===== src/rtl/weight_fetch_pkg.sv =====
// Shared types and default sizing for the per-neuron weight fetch sequencer.
// The entry struct is the default FIFO payload: BRAM address plus returned word.
package weight_fetch_pkg;

    localparam int WF_DEPTH      = 28;
    localparam int WF_AW         = 5;
    localparam int WF_DW         = 16;
    localparam int WF_FIFO_DEPTH = 2;

    typedef enum logic [1:0] {
        IDLE,
        RUN,
        DRAIN
    } wf_state_t;

    typedef struct packed {
        logic [WF_AW-1:0] index;
        logic [WF_DW-1:0] data;
    } wf_entry_t;

endpackage


===== src/rtl/weight_fetch_fifo.sv =====
// Small register FIFO with push/pop/count and a flush; head entry is always visible.
// Holds whatever payload type it is given and knows nothing about its producer.
module weight_fetch_fifo
    import weight_fetch_pkg::*;
#(
    parameter type entry_t = wf_entry_t,
    parameter int  ENTRIES = WF_FIFO_DEPTH,
    localparam int PW      = (ENTRIES > 1) ? $clog2(ENTRIES) : 1,
    localparam int CW      = $clog2(ENTRIES + 1)
) (
    input  logic          clk,
    input  logic          rst,
    input  logic          flush,
    input  logic          push,
    input  entry_t        push_data,
    input  logic          pop,
    output entry_t        head_data,
    output logic [CW-1:0] count
);

    entry_t             mem_reg [ENTRIES];
    logic [PW-1:0]      wr_ptr_reg;
    logic [PW-1:0]      rd_ptr_reg;
    logic [CW-1:0]      count_reg;
    logic [ENTRIES-1:0] slot_we;
    logic               do_pop;

    function automatic logic [PW-1:0] bump(input logic [PW-1:0] ptr);
        return (ptr == PW'(ENTRIES - 1)) ? '0 : ptr + 1'b1;
    endfunction

    assign do_pop = pop && (count_reg != '0);

    for (genvar gi = 0; gi < ENTRIES; gi++) begin : g_slot_we
        assign slot_we[gi] = push && !flush && (wr_ptr_reg == PW'(gi));
    end

    always_ff @(posedge clk or posedge rst) begin
        if (rst) begin
            for (int i = 0; i < ENTRIES; i++) mem_reg[i] <= '0;
        end else begin
            for (int i = 0; i < ENTRIES; i++) begin
                if (slot_we[i]) mem_reg[i] <= push_data;
            end
        end
    end

    always_ff @(posedge clk or posedge rst) begin
        if (rst) begin
            wr_ptr_reg <= '0;
            rd_ptr_reg <= '0;
            count_reg  <= '0;
        end else if (flush) begin
            wr_ptr_reg <= '0;
            rd_ptr_reg <= '0;
            count_reg  <= '0;
        end else begin
            if (push)   wr_ptr_reg <= bump(wr_ptr_reg);
            if (do_pop) rd_ptr_reg <= bump(rd_ptr_reg);
            case ({push, do_pop})
                2'b10:   count_reg <= count_reg + 1'b1;
                2'b01:   count_reg <= count_reg - 1'b1;
                default: count_reg <= count_reg;
            endcase
        end
    end

    // The producer's credit scheme must make a push into a full FIFO impossible.
    always_ff @(posedge clk) begin
        if (!rst && !flush) begin
            assert (!(push && !do_pop && count_reg == CW'(ENTRIES)));
        end
    end

    assign head_data = mem_reg[rd_ptr_reg];
    assign count     = count_reg;

endmodule


===== src/rtl/weight_fetch_ctrl.sv =====
// Streams weights 0..DEPTH-1 out of a falling-edge BRAM into a valid/ready MAC lane.
// A read is issued only when the buffer is guaranteed room for its returning word.
module weight_fetch_ctrl
    import weight_fetch_pkg::*;
#(
    parameter int DEPTH      = WF_DEPTH,
    parameter int AW         = WF_AW,
    parameter int DW         = WF_DW,
    parameter int FIFO_DEPTH = WF_FIFO_DEPTH
) (
    input  logic          clk,
    input  logic          rst,
    input  logic          start,
    input  logic          abort,
    output logic          busy,
    output logic          done,
    output logic [AW-1:0] bram_addr,
    output logic          bram_en,
    output logic          bram_we,
    input  logic [DW-1:0] bram_do,
    output logic [DW-1:0] w_data,
    output logic          w_valid,
    input  logic          w_ready,
    output logic          w_last,
    output logic [AW-1:0] w_index
);

    localparam int CW = $clog2(FIFO_DEPTH + 1);

    typedef struct packed {
        logic [AW-1:0] index;
        logic [DW-1:0] data;
    } entry_t;

    wf_state_t     state_reg, state_next;
    logic [AW-1:0] addr_reg, addr_next;
    logic          en_reg, en_next;
    logic          done_reg, done_next;

    entry_t        push_entry;
    entry_t        head_entry;
    logic [CW-1:0] fifo_count;
    logic          pop;
    logic          credit_ok;

    // Word read in an issue cycle lands on the falling edge and is captured at the closing rising edge.
    assign push_entry.index = addr_reg;
    assign push_entry.data  = bram_do;

    weight_fetch_fifo #(
        .entry_t (entry_t),
        .ENTRIES (FIFO_DEPTH)
    ) u_fifo (
        .clk       (clk),
        .rst       (rst),
        .flush     (abort),
        .push      (en_reg),
        .push_data (push_entry),
        .pop       (pop),
        .head_data (head_entry),
        .count     (fifo_count)
    );

    assign w_valid = (fifo_count != '0);
    assign pop     = w_valid && w_ready;
    assign w_data  = head_entry.data;
    assign w_index = head_entry.index;
    assign w_last  = w_valid && (head_entry.index == AW'(DEPTH - 1));

    // Occupancy after this edge plus the word still in flight must leave a free slot.
    assign credit_ok = (int'(fifo_count) - int'(pop) + int'(en_reg)) < FIFO_DEPTH;

    always_comb begin
        state_next = state_reg;
        addr_next  = addr_reg;
        en_next    = 1'b0;
        done_next  = 1'b0;
        if (abort) begin
            state_next = IDLE;
            addr_next  = '0;
        end else begin
            case (state_reg)
                IDLE: begin
                    if (start) begin
                        en_next    = 1'b1;
                        addr_next  = '0;
                        state_next = (DEPTH == 1) ? DRAIN : RUN;
                    end
                end
                RUN: begin
                    if (credit_ok) begin
                        en_next   = 1'b1;
                        addr_next = addr_reg + 1'b1;
                        if (addr_reg == AW'(DEPTH - 2)) state_next = DRAIN;
                    end
                end
                DRAIN: begin
                    if (pop && w_last) begin
                        done_next  = 1'b1;
                        state_next = IDLE;
                    end
                end
                default: state_next = IDLE;
            endcase
        end
    end

    always_ff @(posedge clk or posedge rst) begin
        if (rst) begin
            state_reg <= IDLE;
            addr_reg  <= '0;
            en_reg    <= 1'b0;
            done_reg  <= 1'b0;
        end else begin
            state_reg <= state_next;
            addr_reg  <= addr_next;
            en_reg    <= en_next;
            done_reg  <= done_next;
        end
    end

    assign busy      = (state_reg != IDLE);
    assign done      = done_reg;
    assign bram_addr = addr_reg;
    assign bram_en   = en_reg;
    assign bram_we   = 1'b0;

endmodule


===== config.mk =====
export PLATFORM = sky130hd
export DESIGN_NAME = weight_fetch_ctrl
export DESIGN_NICKNAME = d
export VERILOG_FILES = /design/src/rtl/weight_fetch_pkg.sv /design/src/rtl/weight_fetch_fifo.sv /design/src/rtl/weight_fetch_ctrl.sv
export SDC_FILE = /design/constraint.sdc
export NUM_CORES = 1
export LEC_CHECK = 0
export ABC_AREA = 1
export ABC_CLOCK_PERIOD_IN_PS = 2950
export CORE_UTILIZATION = 45
export DETAILED_ROUTE_END_ITERATION = 6
export PLACE_DENSITY_LB_ADDON = 0.25
export SYNTH_ARGS = -nofsm -noshare
export SYNTH_HDL_FRONTEND = slang
export SYNTH_SLANG_ARGS = --single-unit

===== constraint.sdc =====
create_clock -name clk -period 2.95 [get_ports clk]
set_input_delay 0.4425 -clock clk [delete_from_list [all_inputs] [get_ports clk]]
set_output_delay 0.4425 -clock clk [all_outputs]
set_load 0.01 [all_outputs]

==> impl_metrics.json, run 1 <==
{
  "htreeDepth": 2,
  "syn_nets": 352,
  "drive_above_1_share_pct": 10.6,
  "n_antenna_cell": 0,
  "worstSetupStartpointType": "flip-flop",
  "crit_path_end_kind": "primary output",
  "ff2ff_setup_slack_ns": 0.70,
  "die_y_um": 78.9,
  "cp.arrival_ns": 2.09,
  "outcome": "finished, final reports clean",
  "setup.worst_path.class": "reg2out",
  "viasPerCell": 4.84,
  "post-cts-setup-buffers": 0,
  "drc": 0,
  "root_buffer": "clkbuf_8",
  "place_congestion": 0.878,
  "cts_tree": "built",
  "die_area_um2": 6220,
  "synth_seq_area_share_pct": 51.8,
  "rows": 27,
  "coreArea_um2": 5610,
  "yosysMostFrequentCell": "nand2_1",
  "hp-class": "reg2reg",
  "final_nets": 403,
  "p_per_area_nw_per_um2": 746,
  "cts.path.max_buffers": 2,
  "synth_top_cell_area_share_pct": 51.8,
  "holdBufCountCts": 0,
  "setup_viol": 0,
  "final_cell_area_um2": 3340,
  "ios": 53,
  "required_ns": 2.51,
  "regArea_um2": 1380,
  "synth_cells": 327,
  "netlist_area_um2": 2660,
  "fillCellCount": 514,
  "synth_edf_count": 0,
  "ant_nets": 0,
  "dr.pass1.iters": 5,
  "fin_crit_sh_pct": 85.9,
  "clock.fmax_mhz": 395,
  "synthTopCellsByCount": "122 x nand2_1, 55 x dfrtp_1, 42 x o21ai_0, 32 x inv_1",
  "fin_crit_ns": 2.53,
  "dp_hpwl_um": 3830,
  "grt_setup_unrepaired": "no",
  "ys.flop_type": "dfrtp_1",
  "worst_slew_pin_slew_ns": 0.740,
  "synth_seq_cells": 55,
  "wl_per_cell_um": 12.0,
  "max-cap-violations": 0,
  "cts_inserted_buffers": 5,
  "synthDistinctLibCells": 28,
  "cts_sinks": 55,
  "slew_headroom_pct": 50.6,
  "yosys-top-cells-area": "dfrtp_1 52%, nand2_1 17%, o21ai_0 7.9%",
  "grt_max_degree": 56,
  "drt_iter0_markers": 174,
  "dieWidth_um": 78.9,
  "antenna_found_initial": 0,
  "report.final.slew_viol_count": 0,
  "clock_skew_ns": 0.00617,
  "clk_latency_ns": 0.30,
  "start_util_pct": 47.4,
  "io_buffers": 51,
  "post_dp_cell_area_um2": 3240,
  "yosys_warnings": 0,
  "cp_max_fo": 11,
  "yosys.area.top_type": "dfrtp_1",
  "irDropWorstVdd_uv": 305,
  "vias": 2182,
  "hold_violations": 0,
  "routed_wl_um": 5420,
  "cts-resized-gates": 0,
  "grt_usage_pct": 19.2,
  "grt_pass1_vias": 2104,
  "syn_area_per_cell_um2": 8.13,
  "largest_reg_flops": 42,
  "multiInputGateArea_um2": 1070,
  "path_clk_slew_ns": 0.09,
  "p_leak_nw": 1.63,
  "tns_ns": 0,
  "grt_overflow": 0,
  "grt_pass1_wl_um": 9450,
  "ys_async_sr_fraction_pct": 100,
  "syn_to_final_growth_pct": 25.8
}
==> stage by stage <==
step / power (mW) / hold WS [ns] / instances / worst slack, ns / utilization [%]
floorplan: 1.65 / 0.453 / 327 / 0.830 / -
finish: 2.49 / 0.494 / 451 / 0.417 / 59.6
detailed placement: 2.08 / 0.473 / 443 / 0.427 / 57.8
global route: 2.69 / 0.512 / 451 / 0.323 / 59.6
global placement: 2.05 / 0.465 / 443 / 0.450 / 57.8
CTS: 2.52 / 0.496 / 451 / 0.404 / 59.6
==> kinds of logic (layout without fill, tap and decap cells) <==
| group | Yosys count | in the layout | share of synthesized area [%] |
|---|---|---|---|
| AO/OA/AOI/OAI | 53 | 53 | 10.3 |
| other | 1 | 1 | 0.141 |
| buffers and inverters | 50 | 102 | 8.00 |
| AND/OR/NAND/NOR | 162 | 162 | 27.0 |
| adder cells (fa/ha/maj) | 4 | 4 | 2.17 |
| XOR/XNOR | 2 | 2 | 0.659 |
| flip-flops | 55 | 55 | 51.8 |
==> power breakdown <==
| group | switching (mW) | internal, mW | total, mW |
|---|---|---|---|
| clock | 0.224 | 0.215 | 0.439 |
| combinational | 0.461 | 0.459 | 0.920 |
| sequential | 0.136 | 0.999 | 1.14 |
| total | 0.822 | 1.67 | 2.49 |
==> cells in the final DEF (no fill, tap or decap) <==
cell type | Yosys | layout
o21ai_1 | 8 | 8
nand4_1 | 1 | 1
nor2_4 | 2 | 2
buf_12 | 0 | 1
dfrtp_1 | 55 | 55
inv_2 | 5 | 6
nor3_2 | 1 | 1
nand2_4 | 3 | 3
clkbuf_8 | 0 | 7
nand2_1 | 122 | 122
o21ai_2 | 2 | 2
nor2_2 | 1 | 1
a21oi_1 | 1 | 1
nand3_1 | 10 | 10
nor2_1 | 9 | 9
fa_1 | 1 | 1
clkbuf_1 | 0 | 1
buf_4 | 1 | 5
clkdlybuf4s50_1 | 0 | 51
xor2_1 | 2 | 2
nand2_2 | 8 | 8
or2_2 | 1 | 1
nor4_2 | 1 | 1
o21ai_0 | 42 | 42
ha_1 | 3 | 3
nand3_2 | 2 | 2
conb_1 | 1 | 1
nor3b_1 | 1 | 1
inv_1 | 32 | 31
==> path summary, 6_finish.rpt <==
path                               startpoint  cells after the start            endpoint
setup / recovery            u_fifo.rd_ptr_reg                      6              w_last
hold / removal             u_fifo.mem_reg[30]                      2  u_fifo.mem_reg[30]
setup reg to reg              u_fifo.count[1]                     14        bram_addr[2]
hold reg to reg            u_fifo.mem_reg[30]                      2  u_fifo.mem_reg[30]
max in group asynchronous                 rst                      3  u_fifo.mem_reg[24]
min in group asynchronous                 rst                      3     u_fifo.count[0]
==> cell type report <==
type | count | area share, %
inverter | 37 | 4.16
multi-input combinational | 222 | 32.0
tap | 72 | 2.70
sequential | 55 | 41.2
timing repair buffer | 57 | 17.0
clock buffer | 8 | 3.00
==> per-layer routing <==
| metal | share of wire (%) | global-route usage (%) |
|---|---|---|
| met1 | 49 | 25.4 |
| met4 | 0.20 | 3.45 |
| met2 | 48 | 33.1 |
| met5 | 0 | 0 |
| met3 | 3.1 | 3.56 |
==> critical path, stage by stage (launching register included) <==
cell and delay, ns:
dfrtp_1 0.43, inv_2 0.22, nand2_1 0.08, nand2_1 0.11
nand2_1 0.08, nor4_2 0.28, clkdlybuf4s50_1 0.60
(Power assumes the default switching activity.)
==> run 2, diff against run 1 <==
- GPL_TIMING_DRIVEN: not set -> 0
==> impl_metrics.json, run 2 (same netlist as run 1, synthesis figures left out) <==
{
  "final_common_cell": "nand2_1",
  "die_y_um": 78.9,
  "drc": 0,
  "coreArea_um2": 5610,
  "grt_use_met2_pct": 35.0,
  "slowest_stage": "clkdlybuf4s50_1",
  "drt_iter0_markers": 138,
  "post_dp_cell_area_um2": 3280,
  "post-cts-setup-buffers": 0,
  "grt_usage_pct": 20.9,
  "required_ns": 2.51,
  "hp-class": "in2async",
  "use_met3_pct": 4.48,
  "final_cell_area_um2": 3400,
  "report.final.slew_viol_count": 0,
  "cts_inserted_buffers": 5,
  "viasPerCell": 4.94,
  "cts_tree": "built",
  "fin_ws_ns": 0.396,
  "placed_cells": 451,
  "fillCellCount": 518,
  "routed_wl_um": 5900,
  "io_buffers": 51,
  "grt_pass1_vias": 2151,
  "cts.path.max_buffers": 2,
  "grt.busiest_layer": "met2",
  "clock.fmax_mhz": 392,
  "ant_nets": 0,
  "fin_crit_sh_pct": 86.6,
  "holdBufCountCts": 0,
  "cp_max_fo": 10,
  "antenna_found_initial": 0,
  "hold_ws_ns": 0.430,
  "worstSetupStartpointType": "flip-flop",
  "grt_max_degree": 39,
  "hold_violations": 0,
  "grt_pass1_wl_um": 9850,
  "cp.arrival_ns": 2.11,
  "cts_sinks": 55,
  "path_cells": "buf_2 -> o21ai_2 -> nor4_2 -> clkdlybuf4s50_1",
  "path_buf_inv": 2,
  "place_congestion": 0.794,
  "dp_hpwl_um": 4070,
  "clk_latency_ns": 0.31,
  "setup.worst_path.class": "reg2out",
  "p_leak_nw": 1.66,
  "post-place-ws_ns": 0.372,
  "htreeDepth": 2,
  "p_per_area_nw_per_um2": 761,
  "max-cap-violations": 0,
  "root_buffer": "clkbuf_8",
  "dieWidth_um": 78.9,
  "critPathMaxStageDelay_ns": 0.59,
  "syn_to_final_growth_pct": 27.8,
  "drive_above_1_share_pct": 12.7,
  "grt_overflow": 0,
  "tns_ns": 0,
  "n_antenna_cell": 0,
  "fin_crit_ns": 2.55,
  "vias": 2266,
  "dr.pass1.iters": 4,
  "setup_viol": 0,
  "instances_no_fill": 459,
  "timing.rr.start": "u_fifo.count[1]",
  "grt_util_met1_pct": 26.1,
  "path_clk_slew_ns": 0.09,
  "final_nets": 411,
  "grt_setup_unrepaired": "no",
  "wl_per_cell_um": 12.9,
  "rows": 27,
  "crit_path_end_kind": "primary output",
  "die_area_um2": 6220,
  "critical-path-top-delay-family": "buffers and inverters",
  "irDropWorstVdd_uv": 388,
  "start_util_pct": 47.4,
  "final_cell_mix": "122 x nand2_1, 55 x dfrtp_1, 51 x clkdlybuf4s50_1",
  "outcome": "finished, final reports clean",
  "startpoint": "u_fifo.rd_ptr_reg",
  "ios": 53,
  "largest_reg_flops": 42,
  "cts-resized-gates": 0,
  "clock_skew_ns": 0.00430
}
run 2: layout make-up:
cell class | instances | area [µm²] | share of cell area (%)
Clock inverter | 2 | 35.0 | 1.03
Buffer | 13 | 73.8 | 2.17
Inverter | 37 | 139 | 4.09
Tap cell | 72 | 90.1 | 2.65
Timing Repair Buffer | 52 | 531 | 15.6
Multi-Input combinational cell | 222 | 1070 | 31.5
Clock buffer | 6 | 82.6 | 2.43
Sequential cell | 55 | 1380 | 40.5
run 2: power breakdown:
part,switching [mW],internal (mW)
combinational,0.469,0.462
clock,0.241,0.275
sequential,0.139,0.999
run 2: path summary, 6_finish.rpt:
| path | to | slack, ns | cells after the start |
|---|---|---|---|
| worst max-delay path | w_last | 0.40 | 4 |
| worst min-delay path | u_fifo.count[1] | 0.43 | 2 |
| worst max register to register | bram_addr[3] | 0.67 | 14 |
| worst min register to register | u_fifo.mem_reg[23] | 0.49 | 2 |
| max in group asynchronous | u_fifo.mem_reg[2] | 1.99 | 3 |
| min in group clk | u_fifo.mem_reg[23] | 0.49 | 2 |
run 2: metal layers:
layer / wire length (µm) / share of wire [%]
met5: 0 / 0
met4: 89 / 1.5
met3: 397 / 6.7
met2: 2820 / 48
met1: 2590 / 44
run 2: worst register-to-register path: cells and delay by family (launching register included):
kind,cells,cell delay [ns]
adders and majority gates,2,0.62
and+or+nand+nor,8,0.87
DFF,1,0.40
buffers and inverters,4,0.34
run 2: metrics by stage:
| step | util, % | power [mW] |
|---|---|---|
| after floorplan | - | 1.65 |
| after global placement | 58.1 | 2.05 |
| after detailed placement | 58.5 | 2.09 |
| after CTS | 60.6 | 2.61 |
| after global routing | 60.6 | 2.78 |
| final | 60.6 | 2.58 |
